## config.mk

```make
export PLATFORM = sky130hd
export DESIGN_NAME = xcache_bus_mon
export DESIGN_NICKNAME = d
export VERILOG_FILES = /design/src/rtl/xcache_bus_mon.sv
export SDC_FILE = /design/constraint.sdc
export NUM_CORES = 1
export LEC_CHECK = 0
export BUFFER_PORTS_ARGS = -buffer_cell sky130_fd_sc_hd__clkbuf_2
export CORE_ASPECT_RATIO = 0.6
export CORE_MARGIN = 5
export CORE_UTILIZATION = 40
export CTS_CLUSTER_DIAMETER = 30
export DETAILED_ROUTE_END_ITERATION = 16
export PLACE_DENSITY = 0.67
export SYNTH_ARGS = -nofsm -noshare
export SYNTH_HDL_FRONTEND = slang
export SYNTH_SLANG_ARGS = --single-unit
```

## constraint.sdc

```tcl
create_clock -name clk -period 1.6 [get_ports clk]
set_input_delay 0.16 -clock clk [delete_from_list [all_inputs] [get_ports clk]]
set_output_delay 0.16 -clock clk [all_outputs]
set_load 0.005 [all_outputs]
```

## src/rtl/xcache_bus_mon.sv

```systemverilog
// xcache_bus_mon: passive monitor for NUM_CACHE private caches on the snooping bus.
// Per channel it pairs bus requests with responses, times them out, checks the
// CPU-side hold-while-wait handshake and keeps sticky error bits plus a
// saturating count of completed bus transactions.
module xcache_bus_mon #(
  parameter int NUM_CACHE  = 4,
  parameter int ADDR_WIDTH = 32,
  parameter int LINE_WIDTH = 512,
  parameter int TIMEOUT    = 64,
  parameter int CNT_WIDTH  = 16,
  localparam int LA = ADDR_WIDTH - $clog2(LINE_WIDTH / 8)
) (
  input  logic                            clk,
  input  logic                            rst_n,
  input  logic [NUM_CACHE-1:0]            cpu2cac_rd,
  input  logic [NUM_CACHE-1:0]            cpu2cac_wr,
  input  logic [NUM_CACHE*ADDR_WIDTH-1:0] cpu2cac_addr,
  input  logic [NUM_CACHE-1:0]            cac2cpu_wait,
  input  logic [NUM_CACHE*2-1:0]          cac2bus_bus_req,
  input  logic [NUM_CACHE*LA-1:0]         cac2bus_addr,
  input  logic [NUM_CACHE*2-1:0]          bus2cac_bus_rsp,
  input  logic [NUM_CACHE*LA-1:0]         bus2cac_addr,
  input  logic                            err_clr,
  output logic [NUM_CACHE-1:0]            outstanding,
  output logic [NUM_CACHE*6-1:0]          err_vec,
  output logic                            err_any,
  output logic [NUM_CACHE*CNT_WIDTH-1:0]  txn_cnt
);

  localparam int TW = (TIMEOUT > 2) ? $clog2(TIMEOUT) : 1;
  localparam logic [TW-1:0] TMAX = TW'(TIMEOUT - 1);

  // Error bit positions within a channel's 6-bit slice
  localparam int E_CPU = 0;
  localparam int E_DUP = 1;
  localparam int E_ORPH = 2;
  localparam int E_ILL = 3;
  localparam int E_ADDR = 4;
  localparam int E_TMO = 5;

  typedef enum logic {ST_IDLE = 1'b0, ST_OPEN = 1'b1} state_t;

  // Next-cycle error state of every channel, used to keep err_any aligned with err_vec
  logic [NUM_CACHE*6-1:0] w_err_next_all;
  logic                   r_err_any;

  for (genvar gi = 0; gi < NUM_CACHE; gi++) begin : g_ch
    logic                  w_rd, w_wr, w_wait;
    logic [ADDR_WIDTH-1:0] w_addr;
    logic [1:0]            w_req, w_rsp;
    logic [LA-1:0]         w_req_addr, w_rsp_addr;

    assign w_rd       = cpu2cac_rd[gi];
    assign w_wr       = cpu2cac_wr[gi];
    assign w_wait     = cac2cpu_wait[gi];
    assign w_addr     = cpu2cac_addr[gi*ADDR_WIDTH +: ADDR_WIDTH];
    assign w_req      = cac2bus_bus_req[gi*2 +: 2];
    assign w_rsp      = bus2cac_bus_rsp[gi*2 +: 2];
    assign w_req_addr = cac2bus_addr[gi*LA +: LA];
    assign w_rsp_addr = bus2cac_addr[gi*LA +: LA];

    state_t                r_state, w_state_next;
    logic [LA-1:0]         r_line;
    logic [TW-1:0]         r_timer;
    logic [CNT_WIDTH-1:0]  r_cnt;
    logic [5:0]            r_err, w_err_set, w_err_next;
    logic                  r_rd_q, r_wr_q, r_wait_q;
    logic [ADDR_WIDTH-1:0] r_addr_q;
    logic                  w_open, w_close, w_req_v, w_rsp_ok, w_cpu_viol;

    // CPU check: never rd and wr together; a stalled request must hold still
    assign w_cpu_viol = (w_rd & w_wr) |
                        ((r_rd_q | r_wr_q) & r_wait_q &
                         ((w_rd != r_rd_q) | (w_wr != r_wr_q) | (w_addr != r_addr_q)));

    // Bus FSM next state plus the error events raised this cycle
    always_comb begin
      w_state_next = r_state;
      w_open       = 1'b0;
      w_close      = 1'b0;
      w_err_set    = '0;
      w_req_v      = (w_req != 2'b00);
      w_rsp_ok     = (w_rsp == 2'b01) || (w_rsp == 2'b10);
      case (r_state)
        ST_IDLE: begin
          if (w_req_v) begin
            w_state_next = ST_OPEN;
            w_open       = 1'b1;
          end
          if (w_rsp_ok) w_err_set[E_ORPH] = 1'b1;
        end
        ST_OPEN: begin
          if (w_rsp_ok) begin
            // Response closes the transaction; a same-cycle request reopens it
            w_close = 1'b1;
            if (w_rsp_addr != r_line) w_err_set[E_ADDR] = 1'b1;
            if (w_req_v) w_open = 1'b1;
            else         w_state_next = ST_IDLE;
          end else begin
            if (w_req_v) w_err_set[E_DUP] = 1'b1;
            if (r_timer == TMAX) begin
              w_err_set[E_TMO] = 1'b1;
              w_state_next     = ST_IDLE;
            end
          end
        end
        default: w_state_next = ST_IDLE;
      endcase
      if (w_rsp == 2'b11) w_err_set[E_ILL] = 1'b1;
      w_err_set[E_CPU] = w_cpu_viol;
      // A new error in the clearing cycle survives the clear
      w_err_next = (r_err & ~{6{err_clr}}) | w_err_set;
    end

    // Bus FSM state register
    always_ff @(posedge clk) begin
      if (!rst_n) r_state <= ST_IDLE;
      else        r_state <= w_state_next;
    end

    // Latched line, timer, counter, sticky errors and one cycle of CPU history
    always_ff @(posedge clk) begin
      if (!rst_n) begin
        r_line   <= '0;
        r_timer  <= '0;
        r_cnt    <= '0;
        r_err    <= '0;
        r_rd_q   <= 1'b0;
        r_wr_q   <= 1'b0;
        r_wait_q <= 1'b0;
        r_addr_q <= '0;
      end else begin
        if (w_open) begin
          r_line  <= w_req_addr;
          r_timer <= '0;
        end else if (r_state == ST_OPEN) begin
          r_timer <= r_timer + 1'b1;
        end
        if (w_close && (r_cnt != '1)) r_cnt <= r_cnt + 1'b1;
        r_err    <= w_err_next;
        r_rd_q   <= w_rd;
        r_wr_q   <= w_wr;
        r_wait_q <= w_wait;
        r_addr_q <= w_addr;
      end
    end

    assign outstanding[gi]                    = (r_state == ST_OPEN);
    assign err_vec[gi*6 +: 6]                 = r_err;
    assign txn_cnt[gi*CNT_WIDTH +: CNT_WIDTH] = r_cnt;
    assign w_err_next_all[gi*6 +: 6]          = w_err_next;
  end

  // Summary flag registered from the same next-state as err_vec
  always_ff @(posedge clk) begin
    if (!rst_n) r_err_any <= 1'b0;
    else        r_err_any <= |w_err_next_all;
  end

  assign err_any = r_err_any;

endmodule

```

# After elaboration in Yosys (flattened, before gate mapping)
# Index checks and enable logic that the tools add are counted.
word_totals:
  regBits: 361
op_classes:
  addsub: 8
  n_eq_ne: 36
  muxes: 68
  bitwise_logic: 42
  reduce_logical: 17
op_table:
  columns: ["cell", "count"]
  rows:
  - ["$ne A32 B32 Y1", 4]
  - ["$ne A26 B26 Y1", 4]
  - ["$add A16 B1 Y16 const B", 4]
  - ["$ne A16 B16 Y1 const B", 4]
  - ["$mux W1", 56]
  - ["$add A6 B1 Y6 const B", 4]
  - ["$and A6 B6 Y6", 4]
  - ["$eq A6 B6 Y1 const B", 4]
  - ["$or A6 B6 Y6", 4]
  - ["$reduce_or A24 Y1", 1]
  - ["$eq A2 B2 Y1 const B", 8]
  - ["$or A1 B1 Y1", 16]
  - ["$pmux W1 S2", 8]
  - ["$and A1 B1 Y1", 12]
  - ["$eq A2 B1 Y1 const B", 4]
  - ["$mux W2", 4]
  - ["$ne A1 B1 Y1", 8]
  - ["$reduce_bool A2 Y1", 4]
  - ["$reduce_or A2 Y1", 4]
  - ["$not A6 Y6", 1]
  - ["$not A1 Y1", 5]
  - ["$logic_and A1 B1 Y1", 4]
  - ["$logic_or A1 B1 Y1", 4]

# Longest topological paths before layout
logic_depth:
  ltp_word: 7
  depth_mapped: 7

# Least setup slack after synthesis
# No wires, ideal clock.
synth_timing:
  path_kind: "register to register"
  startpoint: "register g_ch[2].r_cnt[9]"
  endpoint: "register g_ch[2].r_cnt[6]"
  setup_time_ps: 128
  t_arrival_ps: 1539
  path_slack_ps: -66
  path_stages_with_launch: 8
  n_path_buf: 1
  path_cell_list: "dfxtp_1 and4_4 nand4_2 o31a_1 buf_6 and3_4 xnor2_1 nor2_1"
synth_via:
  elab_chain_cells: 2
synth_lines:
  columns: ["element", "line_no", "rtl"]
  rows:
  - ["start: declaration", "65", "logic [CNT_WIDTH-1:0] r_cnt;"]
  - ["start signal: assignment", "139", "if (w_close && (r_cnt != '1)) r_cnt <= r_cnt + 1'b1;"]
  - ["$ne A16 B16 Y1", "139", null]
  - ["$logic_and A1 B1 Y1", "139", null]
# Every way passes these cells.
# A chain may end at the register's enable or synchronous reset.

# Worst setup path in the final report
layout_timing:
  startpoint: "register g_ch[3].r_addr_q[12]"
  endpoint: "register r_err_any, in the netlist err_any"
layout_via:
  elab_chain_cells: 6
layout_lines:
  columns: ["element", "line_no", "rtl"]
  rows:
  - ["start: declaration", "68", "logic [ADDR_WIDTH-1:0] r_addr_q;"]
  - ["start signal: assignment", "144", "r_addr_q <= w_addr;"]
  - ["$ne A32 B32 Y1", "74", "((w_rd != r_rd_q) | (w_wr != r_wr_q) | (w_addr != r_addr_q)));"]
  - ["$or A1 B1 Y1", "74", null]
  - ["$and A1 B1 Y1", "73", "((r_rd_q | r_wr_q) & r_wait_q &"]
  - ["$or A1 B1 Y1", "72", "assign w_cpu_viol = (w_rd & w_wr) |"]
  - ["$or A6 B6 Y6", "112", "w_err_next = (r_err & ~{6{err_clr}}) | w_err_set;"]
  - ["$reduce_or A24 Y1", "157", "else r_err_any <= |w_err_next_all;"]
  - ["end signal: assignment", "157", null]
  - ["end: declaration", "45", "logic r_err_any;"]
# Every way passes these cells.

==> metrics.cfg <==
[critical_path]
critPathLaunchType=flop
rr_endpoint=err_any
critPathSlowestCell=a222oi_1
r2r-start=g_ch[3].r_addr_q[12]
crit_path_max_fanout=2
cpPeakStageDelay_ps=430
path_common_cell=nand4_1
critPathArrivalTime_ps=2400
path_cells=xnor2_1 > nand4_1 > nor4_2 > buf_4 > nand4_1 > a222oi_1 > a41oi_1
r2r_slack_ps=-380
path_delay_family=simple AND/OR/NAND/NOR gates
crit_buf_inv=1
critPathRequiredTime_ps=2030
reg2regPathDepth=7
worstSetupPathType=reg -> reg
cp-end-kind=flop

[global_routing]
grt.overflow.total=0
antenna_found_initial=10
grt_pass1_vias=15800
groute.usage.overall_pct=24.6
grt_pass1_wl_um=82600
grt_max_degree=142

[logic_synthesis]
seq_area_frac_synth_pct=47.9
ys_seq_elements=361
syn_nets=2021
synth.distinct_cells=49
ys.flop_type=dfxtp_1
netlist_area_sq_um=15100
synthCells=1642
synthArstFlopShare_pct=0
synth_top_area_share_pct=47.9
synth_area_per_cell_sq_um=9.20
yosys.area.top_type=dfxtp_1
synth_area_leaders=dfxtp_1, xnor2_1, and2_1
yosysWarningCount=0
synth_edf_count=0

[layout]
fin_nets=2910
areaGrowthSynthToFinish_pct=63.6
drive_gt1_share_pct=35.2
layoutNonFillerInstCount=3105

[job]
maxCapViolations=0

[floorplanning]
die_w_um=261
fp-row-count=55
io_pins=460
die_area_sq_um=41900
core_area_sq_um=37500
start_util_pct=40.3
die_y_um=161

[cts]
cts_buffers=68
htreeDepth=3
cts_buffer_depth=3
path_clk_slew_ps=60
cts_tree=yes
root_buffer=clkbuf_16
clkSinkCount=361
clkLatencyLatePin_ps=570

[min_path]
min_from=rst_n
holdPathEnd=g_ch[0].r_err[5]
min_delay_path_depth=3
hold_path.class=in -> reg

[run_status]
violations=negative setup slack
outcome=finished, violations left

[power_and_ir_drop]
switching_share_pct=25.9
p_leak_nw=10.6
p_total_mw=27.2
ir_drop_mv=0.999
power_density_nw_per_um2=1100
seq_power_share_pct=35.9
p_clk_share_pct=51.5
switchingPower_mw=7.02
p_int_mw=20.1
combPwrFrac_pct=12.5

[sta]
layout_min_cycle_time_ps=1980
worst_pin_slew_ps=654
slew_violations=0
setup_ws_ps=-379
hold_viol_final=0
fmax_mhz=505
fin_crit_sh_pct=124
setup_viol=16
whs_ps=33.1
maxSlewHeadroom_pct=56.3
rsz0062_at_grt=true
fin_worst_skew_ps=19.1

[drt]
drc=0
vias_per_cell=4.83
ant_nets=0
dr.first_iter.drc_count=994
wirelength_um=54500
firstDrtPassIters=5
wl_per_cell_um=17.6
dr_total_vias=15000

[placement]
dp.cells=2709
hpwlAfterDp_um=36500
dpl_worst_slack_ps=-479
gp_congestion=0.874
port_buffers=459

## routing by layer
layer | part of all wire [%] | GRT usage, % | up-vias
li1 | - | - | 7272
met1 | 41 | 29.2 | 7082
met2 | 50 | 42.4 | 478
met3 | 5.5 | 5.56 | 151
met4 | 4.1 | 11.2 | 4
met5 | 0.050 | 0 | -
## registers in the layout, summed over array words and instances, names as in the netlist
register	flops
err_any	1
g_ch.r_addr_q	128
g_ch.r_cnt	64
g_ch.r_err	24
g_ch.r_line	104
g_ch.r_rd_q	4
g_ch.r_state	4
g_ch.r_timer	24
g_ch.r_wait_q	4
g_ch.r_wr_q	4
## layout make-up
class                           instances  area, sq um
Multi-Input combinational cell       1204         8110
Fill cell                            2848        12800
Clock buffer                           79         1810
Tap cell                              513          642
Timing Repair Buffer                  889         6350
Clock inverter                         44          457
Sequential cell                       361         7290
Inverter                                7         31.3
Antenna cell                            8         20.0
## metrics by stage
step	utilization [%]	instance area [sq um]	setup TNS, ps
after floorplan	-	15100	-6.02
after global placement	51.0	19100	-19590
after detailed placement	51.0	19100	-22140
after CTS	64.5	24200	-563
after global routing	65.9	24700	-3430
final	65.9	24700	-1190
## power groups by stage
stage,registers (mW),clock network [mW],logic (mW)
finish,9.76,14.0,3.40
global route,9.79,14.7,3.67
CTS,9.73,14.2,3.25
detailed placement,9.91,0,2.66
global placement,9.88,0,2.61
floorplan,9.86,0,1.41
## layout by cell type, fill, tap and decap left out, types with 7 or more instances in the layout
| cell type | n |
|---|---|
| nand2b_1 | 10 |
| and4_4 | 7 |
| diode_2 | 8 |
| clkbuf_16 | 68 |
| nand2_1 | 244 |
| xor2_1 | 77 |
| clkinvlp_4 | 7 |
| nor4_2 | 11 |
| and3_4 | 7 |
| dlygate4sd3_1 | 251 |
| nor4_1 | 7 |
| and2_1 | 154 |
| nor3_1 | 13 |
| nand3_2 | 10 |
| ha_1 | 8 |
| a21oi_1 | 123 |
| inv_6 | 12 |
| nand4_1 | 77 |
| buf_12 | 11 |
| xnor2_1 | 208 |
| buf_4 | 153 |
| clkbuf_8 | 7 |
| nand3_1 | 14 |
| mux2i_1 | 8 |
| dfxtp_1 | 317 |
| clkinv_2 | 10 |
| o21ai_0 | 11 |
| dfxtp_2 | 42 |
| clkbuf_2 | 458 |
| and3_1 | 8 |
| buf_6 | 16 |
| xnor2_2 | 24 |
| nor2_1 | 97 |
## worst reg2reg max path, cell delays in order (launching register included)
cell and delay [ps]:
dfxtp_1 340, xnor2_1 120, nand4_1 160, nor4_2 270, buf_4 160, nand4_1 200, a222oi_1 430, a41oi_1 150
## cells by family after synthesis
kind of cell               count (synthesis)  synth area share (%)
DFF                                      361                  47.9
adders and majority gates                 12                 0.994
buffers and inverters                     77                  2.11
AOI/OAI and AO/OA                        179                  7.23
muxes                                      8                 0.530
xor gates and xnor gates                 310                  18.0
and+or+nand+nor                          695                  23.3
## synthesized netlist by cell type (2+ instances only)
cell / n
o21ai_1: 4
nor4_1: 19
or3_1: 9
a41oi_2: 4
o2bb2ai_1: 4
dfxtp_1: 361
inv_1: 7
o21ai_0: 13
buf_2: 6
buf_4: 4
nor2b_1: 4
and2_1: 157
nand2b_1: 10
and3_1: 13
nand2_1: 251
xnor2_1: 232
and3_4: 3
a22oi_1: 4
nand3_1: 24
a211oi_1: 4
o2111ai_1: 3
a21oi_1: 128
a311oi_4: 2
buf_1: 6
and4_4: 4
o31a_1: 2
clkbuf_1: 53
nand4_1: 77
nor3_1: 15
ha_1: 12
o211ai_1: 4
xor2_1: 78
and4_1: 6
mux2i_1: 8
nor2_1: 97
## worst max path at each step
stage | start | to | slack, ps | depth (start not counted)
after floorplan | g_ch[2].r_cnt[9] | g_ch[2].r_cnt[6] | -6 | 7
after global placement | g_ch[3].r_addr_q[6] | err_any | -430 | 7
after detailed placement | bus2cac_bus_rsp[2] | g_ch[1].r_line[11] | -480 | 6
after CTS | g_ch[3].r_addr_q[19] | err_any | -340 | 7
after global routing | g_ch[3].r_addr_q[28] | err_any | -580 | 6
final | g_ch[3].r_addr_q[12] | err_any | -380 | 7
## repair_timing
| item | CTS | global route |
|---|---|---|
| setup buffers | 8 | 8 |
| setup endpoints to repair | 68 | 63 |
| resized for setup | 53 | 103 |
| pin swaps | 35 | 96 |
| hold buffers | 251 | 0 |
| hold endpoints to repair | 251 | 0 |
No activity file was read; power rests on OpenSTA's default activity.
